### config.mk
export PLATFORM = sky130hd
export DESIGN_NAME = alu_control_unit_param_flat
export DESIGN_NICKNAME = d
export VERILOG_FILES = /design/src/rtl/alu_control_unit_param_if.sv /design/src/rtl/alu_control_unit_param.sv /design/src/flat_wrapper.sv
export SDC_FILE = /design/constraint.sdc
export NUM_CORES = 1
export LEC_CHECK = 0
export BUFFER_PORTS_ARGS = -buffer_cell sky130_fd_sc_hd__buf_2
export CAP_MARGIN = 20
export CORE_AREA = 2 2 68 70
export CTS_CLUSTER_DIAMETER = 60
export DETAILED_ROUTE_END_ITERATION = 6
export DIE_AREA = 0 0 70 72
export GPL_TIMING_DRIVEN = 0
export PLACE_DENSITY = 0.66
export SETUP_SLACK_MARGIN = 0.1
export SKIP_LAST_GASP = 1
export SLEW_MARGIN = 5
export SYNTH_ARGS = -nofsm -noshare
export SYNTH_HDL_FRONTEND = slang
export SYNTH_SLANG_ARGS = --single-unit
### constraint.sdc
create_clock -name clk -period 5.1 [get_ports clk]
set_input_delay 0 -clock clk [delete_from_list [all_inputs] [get_ports clk]]
set_output_delay 0 -clock clk [all_outputs]
set_load 0.1 [all_outputs]
### src/rtl/alu_control_unit_param_if.sv
// Status/control bundle between the ALU sequencer (slave side) and its requester/datapath (master side).
interface alu_control_unit_param_if;
  logic       BEGIN;
  logic [1:0] op_code;
  logic [2:0] bits_of_Q;
  logic [2:0] bits_of_A;
  logic       sgn_bit_of_M;
  logic       m_is_zero;
  logic       load_a, load_q, load_m;
  logic       init_a0, init_qq;
  logic       load_a_adder, load_qp_adder, load_q_adder;
  logic       sel_am, sel_2m, sel_qp1, sel_qqp;
  logic       sum_or_dif;
  logic       rshift2, lshift, norm_shift, denorm_shift;
  logic       q_wr, q_val, qp_val;
  logic       push_a, push_q;
  logic       busy, div_by_zero, END;

  modport master (
    output BEGIN, op_code, bits_of_Q, bits_of_A, sgn_bit_of_M, m_is_zero,
    input  load_a, load_q, load_m, init_a0, init_qq,
           load_a_adder, load_qp_adder, load_q_adder,
           sel_am, sel_2m, sel_qp1, sel_qqp, sum_or_dif,
           rshift2, lshift, norm_shift, denorm_shift,
           q_wr, q_val, qp_val, push_a, push_q, busy, div_by_zero, END
  );

  modport slave (
    input  BEGIN, op_code, bits_of_Q, bits_of_A, sgn_bit_of_M, m_is_zero,
    output load_a, load_q, load_m, init_a0, init_qq,
           load_a_adder, load_qp_adder, load_q_adder,
           sel_am, sel_2m, sel_qp1, sel_qqp, sum_or_dif,
           rshift2, lshift, norm_shift, denorm_shift,
           q_wr, q_val, qp_val, push_a, push_q, busy, div_by_zero, END
  );
endinterface

### src/rtl/alu_control_unit_param.sv
// One-hot sequencer for add/sub, radix-4 Booth multiply and SRT-2 divide over WIDTH-bit operands.
// Optional divide-by-zero abort is enabled by defining ALU_DIV_BY_ZERO_DETECT_EN.
module alu_control_unit_param #(
  parameter int WIDTH = 8,
  parameter int CNT_W = $clog2(WIDTH) + 1
) (
  input  logic                   clk,
  input  logic                   reset,
  alu_control_unit_param_if.slave bus
);
  localparam int S_IDLE    = 0;
  localparam int S_LOADA   = 1;
  localparam int S_LOADQ   = 2;
  localparam int S_LOADM   = 3;
  localparam int S_ADD     = 4;
  localparam int S_RSHIFT2 = 5;
  localparam int S_PUSHA   = 6;
  localparam int S_PUSHQ   = 7;
  localparam int S_NORM    = 8;
  localparam int S_LSHIFT  = 9;
  localparam int S_CORR_A  = 10;
  localparam int S_CORR_QP = 11;
  localparam int S_FIX_Q   = 12;
  localparam int S_DENORM  = 13;
  localparam int S_DIVZ    = 14;
  localparam int NS        = 15;

  localparam logic [1:0] OP_MUL = 2'b10;
  localparam logic [1:0] OP_DIV = 2'b11;

  localparam logic [CNT_W-1:0] R_LAST  = CNT_W'(WIDTH / 2 - 1);
  localparam logic [CNT_W-1:0] S_LAST  = CNT_W'(WIDTH - 1);
  localparam logic [CNT_W-1:0] S_DONE  = CNT_W'(WIDTH);
  localparam logic [CNT_W-1:0] LZ_LAST = CNT_W'(WIDTH - 2);
  localparam logic [CNT_W-1:0] ONE     = CNT_W'(1);

  logic [NS-1:0]    state_q, state_d;
  logic [1:0]       op_q, op_d;
  logic [CNT_W-1:0] cnt_r_q, cnt_r_d, cnt_s_q, cnt_s_d, lz_q, lz_d;
  logic [1:0]       digit_q, digit_d;  // {nonzero quotient digit, A sign} seen in the last LSHIFT
  logic             done_q, done_d;

  logic is_mul, is_div, booth_add, a_flag, a_neg, div_zero;

  assign is_mul    = (op_q == OP_MUL);
  assign is_div    = (op_q == OP_DIV);
  assign booth_add = !((bus.bits_of_Q == 3'b000) || (bus.bits_of_Q == 3'b111));
  assign a_flag    = !((bus.bits_of_A == 3'b000) || (bus.bits_of_A == 3'b111));
  assign a_neg     = bus.bits_of_A[2];

`ifdef ALU_DIV_BY_ZERO_DETECT_EN
  assign div_zero = bus.m_is_zero;
`else
  logic unused_m_is_zero;
  assign unused_m_is_zero = bus.m_is_zero;
  assign div_zero         = 1'b0;
`endif

  always_ff @(posedge clk) begin
    if (!reset) begin
      state_q <= {{(NS-1){1'b0}}, 1'b1};
      op_q    <= '0;
      cnt_r_q <= '0;
      cnt_s_q <= '0;
      lz_q    <= '0;
      digit_q <= '0;
      done_q  <= 1'b0;
    end else begin
      state_q <= state_d;
      op_q    <= op_d;
      cnt_r_q <= cnt_r_d;
      cnt_s_q <= cnt_s_d;
      lz_q    <= lz_d;
      digit_q <= digit_d;
      done_q  <= done_d;
    end
  end

  always_comb begin
    state_d = '0;
    op_d    = op_q;
    cnt_r_d = cnt_r_q;
    cnt_s_d = cnt_s_q;
    lz_d    = lz_q;
    digit_d = digit_q;
    done_d  = 1'b0;
    case (1'b1)
      state_q[S_IDLE]: begin
        if (bus.BEGIN) begin
          op_d = bus.op_code;
          if (bus.op_code == OP_MUL) state_d[S_LOADQ] = 1'b1;
          else                       state_d[S_LOADA] = 1'b1;
        end else begin
          state_d[S_IDLE] = 1'b1;
        end
      end
      state_q[S_LOADA]: begin
        if (is_div) state_d[S_LOADQ] = 1'b1;
        else        state_d[S_LOADM] = 1'b1;
      end
      state_q[S_LOADQ]: state_d[S_LOADM] = 1'b1;
      state_q[S_LOADM]: begin
        cnt_r_d = '0;
        cnt_s_d = '0;
        lz_d    = '0;
        if (is_mul) begin
          if (booth_add) state_d[S_ADD]     = 1'b1;
          else           state_d[S_RSHIFT2] = 1'b1;
        end else if (is_div) begin
          if (div_zero)               state_d[S_DIVZ]   = 1'b1;
          else if (!bus.sgn_bit_of_M) state_d[S_NORM]   = 1'b1;
          else                        state_d[S_LSHIFT] = 1'b1;
        end else begin
          state_d[S_ADD] = 1'b1;
        end
      end
      state_q[S_ADD]: begin
        if (is_mul) begin
          state_d[S_RSHIFT2] = 1'b1;
        end else if (is_div) begin
          if (cnt_s_q != S_DONE) state_d[S_LSHIFT] = 1'b1;
          else if (a_neg)        state_d[S_CORR_A] = 1'b1;
          else                   state_d[S_FIX_Q]  = 1'b1;
        end else begin
          state_d[S_PUSHA] = 1'b1;
        end
      end
      state_q[S_RSHIFT2]: begin
        cnt_r_d = cnt_r_q + ONE;
        if (cnt_r_q == R_LAST) state_d[S_PUSHA]   = 1'b1;
        else if (booth_add)    state_d[S_ADD]     = 1'b1;
        else                   state_d[S_RSHIFT2] = 1'b1;
      end
      state_q[S_PUSHA]: begin
        if (is_mul) begin
          state_d[S_PUSHQ] = 1'b1;
        end else begin
          state_d[S_IDLE] = 1'b1;
          done_d          = 1'b1;
        end
      end
      state_q[S_PUSHQ]: begin
        if (is_mul) begin
          state_d[S_IDLE] = 1'b1;
          done_d          = 1'b1;
        end else begin
          state_d[S_PUSHA] = 1'b1;
        end
      end
      state_q[S_NORM]: begin
        // lz stops at WIDTH-1 so an unnormalisable divisor still terminates
        lz_d = lz_q + ONE;
        if (bus.sgn_bit_of_M || (lz_q == LZ_LAST)) state_d[S_LSHIFT] = 1'b1;
        else                                       state_d[S_NORM]   = 1'b1;
      end
      state_q[S_LSHIFT]: begin
        cnt_s_d = cnt_s_q + ONE;
        digit_d = {a_flag, a_neg};
        if (a_flag)                 state_d[S_ADD]    = 1'b1;
        else if (cnt_s_q != S_LAST) state_d[S_LSHIFT] = 1'b1;
        else if (a_neg)             state_d[S_CORR_A] = 1'b1;
        else                        state_d[S_FIX_Q]  = 1'b1;
      end
      state_q[S_CORR_A]:  state_d[S_CORR_QP] = 1'b1;
      state_q[S_CORR_QP]: state_d[S_FIX_Q]   = 1'b1;
      state_q[S_FIX_Q]: begin
        if (lz_q != '0) state_d[S_DENORM] = 1'b1;
        else            state_d[S_PUSHQ]  = 1'b1;
      end
      state_q[S_DENORM]: begin
        lz_d = lz_q - ONE;
        if (lz_q == ONE) state_d[S_PUSHQ]  = 1'b1;
        else             state_d[S_DENORM] = 1'b1;
      end
      state_q[S_DIVZ]: begin
        state_d[S_IDLE] = 1'b1;
        done_d          = 1'b1;
      end
      default: state_d[S_IDLE] = 1'b1;
    endcase
  end

  always_comb begin
    bus.load_a        = state_q[S_LOADA];
    bus.load_q        = state_q[S_LOADQ];
    bus.load_m        = state_q[S_LOADM];
    bus.init_a0       = state_q[S_LOADQ] & is_mul;
    bus.init_qq       = state_q[S_LOADM] & is_mul;
    bus.load_a_adder  = state_q[S_CORR_A];
    bus.load_qp_adder = state_q[S_CORR_QP];
    bus.load_q_adder  = state_q[S_FIX_Q];
    bus.sel_am        = state_q[S_CORR_A];
    bus.sel_2m        = 1'b0;
    bus.sel_qp1       = state_q[S_CORR_QP];
    bus.sel_qqp       = state_q[S_FIX_Q];
    bus.sum_or_dif    = state_q[S_FIX_Q];
    bus.rshift2       = state_q[S_RSHIFT2];
    bus.lshift        = state_q[S_LSHIFT];
    bus.norm_shift    = state_q[S_NORM];
    bus.denorm_shift  = state_q[S_DENORM];
    bus.q_wr          = state_q[S_LSHIFT];
    bus.q_val         = state_q[S_LSHIFT] & a_flag & ~a_neg;
    bus.qp_val        = state_q[S_LSHIFT] & a_flag & a_neg;
    bus.push_a        = state_q[S_PUSHA];
    bus.push_q        = state_q[S_PUSHQ];
    bus.busy          = ~state_q[S_IDLE];
    bus.div_by_zero   = state_q[S_DIVZ];
    bus.END           = state_q[S_IDLE] & done_q;
    if (state_q[S_ADD]) begin
      bus.sel_am       = 1'b1;
      bus.load_a_adder = is_div ? digit_q[1] : 1'b1;
      if (is_mul) begin
        bus.sel_2m     = (bus.bits_of_Q == 3'b011) || (bus.bits_of_Q == 3'b100);
        bus.sum_or_dif = bus.bits_of_Q[2];
      end else if (is_div) begin
        bus.sum_or_dif = ~digit_q[0];
      end else begin
        bus.sum_or_dif = op_q[0];
      end
    end
  end
endmodule
### src/flat_wrapper.sv
// flat-port wrapper written by rule: the top's interface ports become plain ports
module alu_control_unit_param_flat 
#(
  parameter int WIDTH = 8,
  parameter int CNT_W = $clog2(WIDTH) + 1
)
  (clk, reset, bus_BEGIN, bus_op_code, bus_bits_of_Q, bus_bits_of_A, bus_sgn_bit_of_M, bus_m_is_zero, bus_load_a, bus_load_q, bus_load_m, bus_init_a0, bus_init_qq, bus_load_a_adder, bus_load_qp_adder, bus_load_q_adder, bus_sel_am, bus_sel_2m, bus_sel_qp1, bus_sel_qqp, bus_sum_or_dif, bus_rshift2, bus_lshift, bus_norm_shift, bus_denorm_shift, bus_q_wr, bus_q_val, bus_qp_val, bus_push_a, bus_push_q, bus_busy, bus_div_by_zero, bus_END);
  alu_control_unit_param_if bus_i ();
  input  logic clk;
  input  logic reset;
  input wire logic [$bits(bus_i.BEGIN)-1:0] bus_BEGIN;
  input wire logic [$bits(bus_i.op_code)-1:0] bus_op_code;
  input wire logic [$bits(bus_i.bits_of_Q)-1:0] bus_bits_of_Q;
  input wire logic [$bits(bus_i.bits_of_A)-1:0] bus_bits_of_A;
  input wire logic [$bits(bus_i.sgn_bit_of_M)-1:0] bus_sgn_bit_of_M;
  input wire logic [$bits(bus_i.m_is_zero)-1:0] bus_m_is_zero;
  output wire logic [$bits(bus_i.load_a)-1:0] bus_load_a;
  output wire logic [$bits(bus_i.load_q)-1:0] bus_load_q;
  output wire logic [$bits(bus_i.load_m)-1:0] bus_load_m;
  output wire logic [$bits(bus_i.init_a0)-1:0] bus_init_a0;
  output wire logic [$bits(bus_i.init_qq)-1:0] bus_init_qq;
  output wire logic [$bits(bus_i.load_a_adder)-1:0] bus_load_a_adder;
  output wire logic [$bits(bus_i.load_qp_adder)-1:0] bus_load_qp_adder;
  output wire logic [$bits(bus_i.load_q_adder)-1:0] bus_load_q_adder;
  output wire logic [$bits(bus_i.sel_am)-1:0] bus_sel_am;
  output wire logic [$bits(bus_i.sel_2m)-1:0] bus_sel_2m;
  output wire logic [$bits(bus_i.sel_qp1)-1:0] bus_sel_qp1;
  output wire logic [$bits(bus_i.sel_qqp)-1:0] bus_sel_qqp;
  output wire logic [$bits(bus_i.sum_or_dif)-1:0] bus_sum_or_dif;
  output wire logic [$bits(bus_i.rshift2)-1:0] bus_rshift2;
  output wire logic [$bits(bus_i.lshift)-1:0] bus_lshift;
  output wire logic [$bits(bus_i.norm_shift)-1:0] bus_norm_shift;
  output wire logic [$bits(bus_i.denorm_shift)-1:0] bus_denorm_shift;
  output wire logic [$bits(bus_i.q_wr)-1:0] bus_q_wr;
  output wire logic [$bits(bus_i.q_val)-1:0] bus_q_val;
  output wire logic [$bits(bus_i.qp_val)-1:0] bus_qp_val;
  output wire logic [$bits(bus_i.push_a)-1:0] bus_push_a;
  output wire logic [$bits(bus_i.push_q)-1:0] bus_push_q;
  output wire logic [$bits(bus_i.busy)-1:0] bus_busy;
  output wire logic [$bits(bus_i.div_by_zero)-1:0] bus_div_by_zero;
  output wire logic [$bits(bus_i.END)-1:0] bus_END;
  assign bus_i.BEGIN = bus_BEGIN;
  assign bus_i.op_code = bus_op_code;
  assign bus_i.bits_of_Q = bus_bits_of_Q;
  assign bus_i.bits_of_A = bus_bits_of_A;
  assign bus_i.sgn_bit_of_M = bus_sgn_bit_of_M;
  assign bus_i.m_is_zero = bus_m_is_zero;
  assign bus_load_a = bus_i.load_a;
  assign bus_load_q = bus_i.load_q;
  assign bus_load_m = bus_i.load_m;
  assign bus_init_a0 = bus_i.init_a0;
  assign bus_init_qq = bus_i.init_qq;
  assign bus_load_a_adder = bus_i.load_a_adder;
  assign bus_load_qp_adder = bus_i.load_qp_adder;
  assign bus_load_q_adder = bus_i.load_q_adder;
  assign bus_sel_am = bus_i.sel_am;
  assign bus_sel_2m = bus_i.sel_2m;
  assign bus_sel_qp1 = bus_i.sel_qp1;
  assign bus_sel_qqp = bus_i.sel_qqp;
  assign bus_sum_or_dif = bus_i.sum_or_dif;
  assign bus_rshift2 = bus_i.rshift2;
  assign bus_lshift = bus_i.lshift;
  assign bus_norm_shift = bus_i.norm_shift;
  assign bus_denorm_shift = bus_i.denorm_shift;
  assign bus_q_wr = bus_i.q_wr;
  assign bus_q_val = bus_i.q_val;
  assign bus_qp_val = bus_i.qp_val;
  assign bus_push_a = bus_i.push_a;
  assign bus_push_q = bus_i.push_q;
  assign bus_busy = bus_i.busy;
  assign bus_div_by_zero = bus_i.div_by_zero;
  assign bus_END = bus_i.END;
  alu_control_unit_param #(.WIDTH(WIDTH), .CNT_W(CNT_W)) u_core (.clk(clk), .reset(reset), .bus(bus_i));
endmodule
==> metrics.txt <==
# TYPE chip_impl_metric gauge
chip_impl_metric{name="area_share_of_the_largest_cell_type_after_synthesis",unit=""} 0.328
chip_impl_metric{name="critical-path-max-stage-delay",unit="ns"} 0.53
chip_impl_metric{name="antenna_cells_inserted",unit=""} 0
chip_impl_metric{name="grt_pass1_vias",unit=""} 1730
chip_impl_metric{name="clock_latency_on_the_worst_skew_pair",unit="ns"} 0.29
chip_impl_metric{name="floorplan.initialDensity",unit=""} 0.444
chip_impl_metric{name="setup-tns-final",unit="ns"} 0
chip_impl_metric{name="wire_length_of_the_first_global_routing_pass",unit="mm"} 8.25
chip_impl_metric{name="finalWeightedCongestion",unit=""} 0.846
chip_impl_metric{name="global_route.overflow_total",unit=""} 0
chip_impl_metric{name="area_growth_syn_to_layout",unit="%"} 17.6
chip_impl_info{name="synth_most_common_cell",value="sky130_fd_sc_hd__dfxtp_1"} 1
chip_impl_metric{name="register_bit_total_from_synthesis",unit=""} 31
chip_impl_metric{name="fin_crit_sh",unit=""} 0.439
chip_impl_metric{name="numCtsBuffers",unit=""} 5
chip_impl_metric{name="totalWireLength",unit="mm"} 4.84
chip_impl_info{name="timing.critical_path.from_type",value="flop"} 1
chip_impl_metric{name="slew-limit-headroom",unit=""} 0.485
chip_impl_metric{name="placementRows",unit=""} 24
chip_impl_metric{name="via_per_inst",unit=""} 5.69
chip_impl_metric{name="final_critical_path_setup_slack",unit="ns"} 2.86
chip_impl_metric{name="synth_edf_count",unit=""} 0
chip_impl_info{name="outcome",value="finished clean"} 1
chip_impl_metric{name="synth.distinct_cells",unit=""} 59
chip_impl_metric{name="drive_gt1_frac",unit=""} 0.207
chip_impl_metric{name="postCtsSetupBuffers",unit=""} 0
chip_impl_info{name="cts_root_buf",value="sky130_fd_sc_hd__clkbuf_8"} 1
chip_impl_metric{name="timing.critical_path.required",unit="ns"} 5.10
chip_impl_metric{name="multi_input_comb_area",unit="µm²"} 1160
chip_impl_metric{name="cts_max_path_buffers",unit=""} 2
chip_impl_metric{name="residual_drc_count",unit=""} 0
chip_impl_metric{name="clock-sinks",unit=""} 31
chip_impl_metric{name="critical_path_buf_inv_count",unit=""} 2
chip_impl_metric{name="power-per-cell-area",unit="nW/µm²"} 223
chip_impl_metric{name="critical_path_peak_fanout",unit=""} 10
chip_impl_metric{name="number_of_hold_violations_in_the_final_report",unit=""} 0
chip_impl_metric{name="postLayoutCoreUtil",unit=""} 0.522
chip_impl_metric{name="totalPowerFinal",unit="mW"} 0.497
chip_impl_info{name="ys_dominant_reg_cell",value="sky130_fd_sc_hd__dfxtp_1"} 1
chip_impl_info{name="synthDominantAreaCellType",value="sky130_fd_sc_hd__dfxtp_1"} 1
chip_impl_info{name="synth_top_cells_by_count",value="sky130_fd_sc_hd__dfxtp_1, sky130_fd_sc_hd__nand2_1, sky130_fd_sc_hd__a21oi_1, sky130_fd_sc_hd__nand3_1, sky130_fd_sc_hd__nor2_1"} 1
chip_impl_metric{name="final_design_area_no_fill",unit="µm²"} 2230
chip_impl_metric{name="io_count",unit=""} 38
chip_impl_metric{name="grt_max_degree",unit=""} 11
chip_impl_metric{name="drv.max_cap_violation_count",unit=""} 0
chip_impl_metric{name="vdd_drop_max",unit="V"} 0.000155
chip_impl_metric{name="worst-slew-pin-transition",unit="ns"} 0.768
chip_impl_metric{name="die_w",unit="µm"} 70
chip_impl_metric{name="power_leakage",unit="nW"} 0.892
chip_impl_info{name="ys_top_cells_by_area",value="sky130_fd_sc_hd__dfxtp_1, sky130_fd_sc_hd__ha_1, sky130_fd_sc_hd__a21oi_1, sky130_fd_sc_hd__nand2_1, sky130_fd_sc_hd__nand3_1"} 1
chip_impl_info{name="critical_path.top_delay_family",value="buffers and inverters"} 1
chip_impl_metric{name="grt.total_usage",unit=""} 0.203
chip_impl_metric{name="die_area",unit="µm²"} 5040
chip_impl_metric{name="antenna_found_initial",unit=""} 0
chip_impl_info{name="critical_path_class",value="flop to output port"} 1
chip_impl_metric{name="ant_nets",unit=""} 0
chip_impl_metric{name="yosysWarnings",unit=""} 0
chip_impl_metric{name="hold_slack",unit="ns"} 0.00788
chip_impl_metric{name="postPlaceCellArea",unit="µm²"} 2120
chip_impl_metric{name="fillerInstances",unit=""} 457
chip_impl_metric{name="detail_route.wl_per_cell",unit="µm"} 14.8
chip_impl_metric{name="cts_resized",unit=""} 0
chip_impl_metric{name="layout_min_cycle_time",unit="ns"} 2.24
chip_impl_metric{name="timing.fmax",unit="MHz"} 447
chip_impl_info{name="tritoncts_clock_tree",value="built"} 1
chip_impl_metric{name="netlist_area",unit="µm²"} 1890
chip_impl_metric{name="die_height",unit="µm"} 72
chip_impl_metric{name="dr_total_vias",unit=""} 1867
chip_impl_metric{name="htree_num_levels",unit=""} 2
chip_impl_metric{name="finalNetCount",unit=""} 296
chip_impl_metric{name="initialDrtViolationCount",unit=""} 142
chip_impl_metric{name="dp_hpwl",unit="mm"} 3.54
chip_impl_info{name="min_path_type",value="input port to flop"} 1
chip_impl_metric{name="worst-endpoint-arrival",unit="ns"} 2.24
chip_impl_metric{name="sequential_cell_area",unit="µm²"} 621
chip_impl_info{name="critical_path_cell_with_the_highest_stage_delay",value="sky130_fd_sc_hd__nor2b_1"} 1
chip_impl_metric{name="first_pass_iters",unit=""} 6
chip_impl_metric{name="final_slew_violations",unit=""} 0
chip_impl_info{name="endpoint_kind",value="output port"} 1
chip_impl_metric{name="core_area",unit="µm²"} 4260
chip_impl_metric{name="synthCells",unit=""} 233
chip_impl_metric{name="clkSlewWorstSetupHoldPaths",unit="ns"} 0.07
chip_impl_metric{name="dpl_worst_slack",unit="ns"} 3.19
chip_impl_metric{name="finalClockSkew",unit="ns"} 0.00632
chip_impl_info{name="timing.critical_path.cells",value="clkbuf_1 -> nor2b_1 -> nand2_1 -> a21oi_1 -> buf_2"} 1
chip_impl_metric{name="register_area_share_after_synthesis",unit=""} 0.328
chip_impl_metric{name="dp_cells",unit=""} 318
chip_impl_metric{name="synth_nets",unit=""} 254
chip_impl_metric{name="final-instance-count-excl-fill",unit=""} 328
chip_impl_metric{name="share_of_async_settable_or_async_resettable_flops_after_synthesis",unit=""} 0
chip_impl_metric{name="total_of_endpoints_with_negative_setup_slack_in_the_final_report",unit=""} 0
chip_impl_metric{name="avg_inst_size_synth",unit="µm²"} 8.12
chip_impl_metric{name="port_buffers",unit=""} 33
chip_impl_info{name="grt_setup_unrepaired",value="no"} 1
-- report_power, final --
part / leakage, nW / switching [mW] / internal, mW / total (mW)
sequential: 0.250 / 0.00142 / 0.245 / 0.246
clock: 0.0477 / 0.0981 / 0.0933 / 0.191
combinational: 0.594 / 0.0441 / 0.0156 / 0.0597
-- layer usage --
metal | wire length, µm | global-route usage | share of wire | vias up
li1 | - | - | - | 942
met1 | 2380 | 0.284 | 0.49 | 873
met2 | 2190 | 0.322 | 0.45 | 48
met3 | 220 | 0.0347 | 0.045 | 4
met4 | 50 | 0.0641 | 0.010 | 0
met5 | 0 | 0 | 0 | -
-- worst paths after layout --
kind	start	endpoint	slack, ns	cells after the start
worst max-delay path	u_core.op_q[1]	bus_sel_2m	2.86	5
worst min-delay path	bus_BEGIN	u_core.state_q[0]	0.008	2
worst max register to register	u_core.state_q[5]	u_core.lz_q[3]	3.21	5
worst min register to register	u_core.lz_q[3]	u_core.lz_q[3]	0.51	2
-- kinds of logic (layout without fill, tap and decap cells) --
group,after synthesis,in the layout,share of synthesized area
adder cells (fa/ha/maj),8,8,0.0529
buffers and inverters,25,68,0.0588
XOR/XNOR,3,3,0.0139
AND/OR/NAND/NOR,102,102,0.307
other,1,1,0.00198
flip-flops,31,31,0.328
multiplexers,3,3,0.0159
AO/OA/AOI/OAI,60,60,0.221
-- sequential cells by signal, indices dropped and copies added, names as in the netlist --
name,count
u_core.cnt_r_q,4
u_core.done_q,1
u_core.digit_q,2
u_core.lz_q,4
u_core.op_q,2
u_core.cnt_s_q,4
u_core.state_q,14
-- worst reg2reg max path, delay by kind of cell, from the launching register on --
| family | cells | cell delay [ns] |
|---|---|---|
| buf+inv | 1 | 0.17 |
| simple gates | 2 | 0.88 |
| flops | 1 | 0.31 |
| compound gates | 2 | 0.46 |
-- final cells by class --
class	instances	area share
inverters	9	0.0152
multi-input cells	177	0.521
well taps	52	0.0292
repair buffers	35	0.0831
flip-flops and latches	31	0.279
plain buffers	16	0.0348
clock buffers	5	0.0309
clock inverters	3	0.00674
-- placed cells by master (no fill, tap or decap), drive strengths merged, types with 2 or more instances in the layout --
| cell | instances |
|---|---|
| a211oi | 2 |
| a21boi | 6 |
| a21oi | 15 |
| a32oi | 2 |
| and2 | 7 |
| and3b | 2 |
| and4 | 2 |
| buf | 40 |
| clkbuf | 14 |
| clkinv | 3 |
| dfxtp | 31 |
| dlygate4sd3 | 2 |
| ha | 8 |
| inv | 9 |
| mux2i | 3 |
| nand2 | 18 |
| nand2b | 6 |
| nand3 | 12 |
| nand3b | 3 |
| nand4 | 4 |
| nand4b | 2 |
| nor2 | 12 |
| nor2b | 7 |
| nor3 | 10 |
| nor4 | 4 |
| o211ai | 3 |
| o21ai | 10 |
| o22ai | 2 |
| o31ai | 2 |
| or3 | 5 |
| or4 | 5 |
| xnor2 | 2 |
-- what timing repair did --
action / in CTS / in global routing
endpoints found under the hold margin: 2 / 0
endpoints found under the setup margin: 0 / 0
hold buffers: 2 / 0
Note: power is estimated with default switching activity, not from simulation.
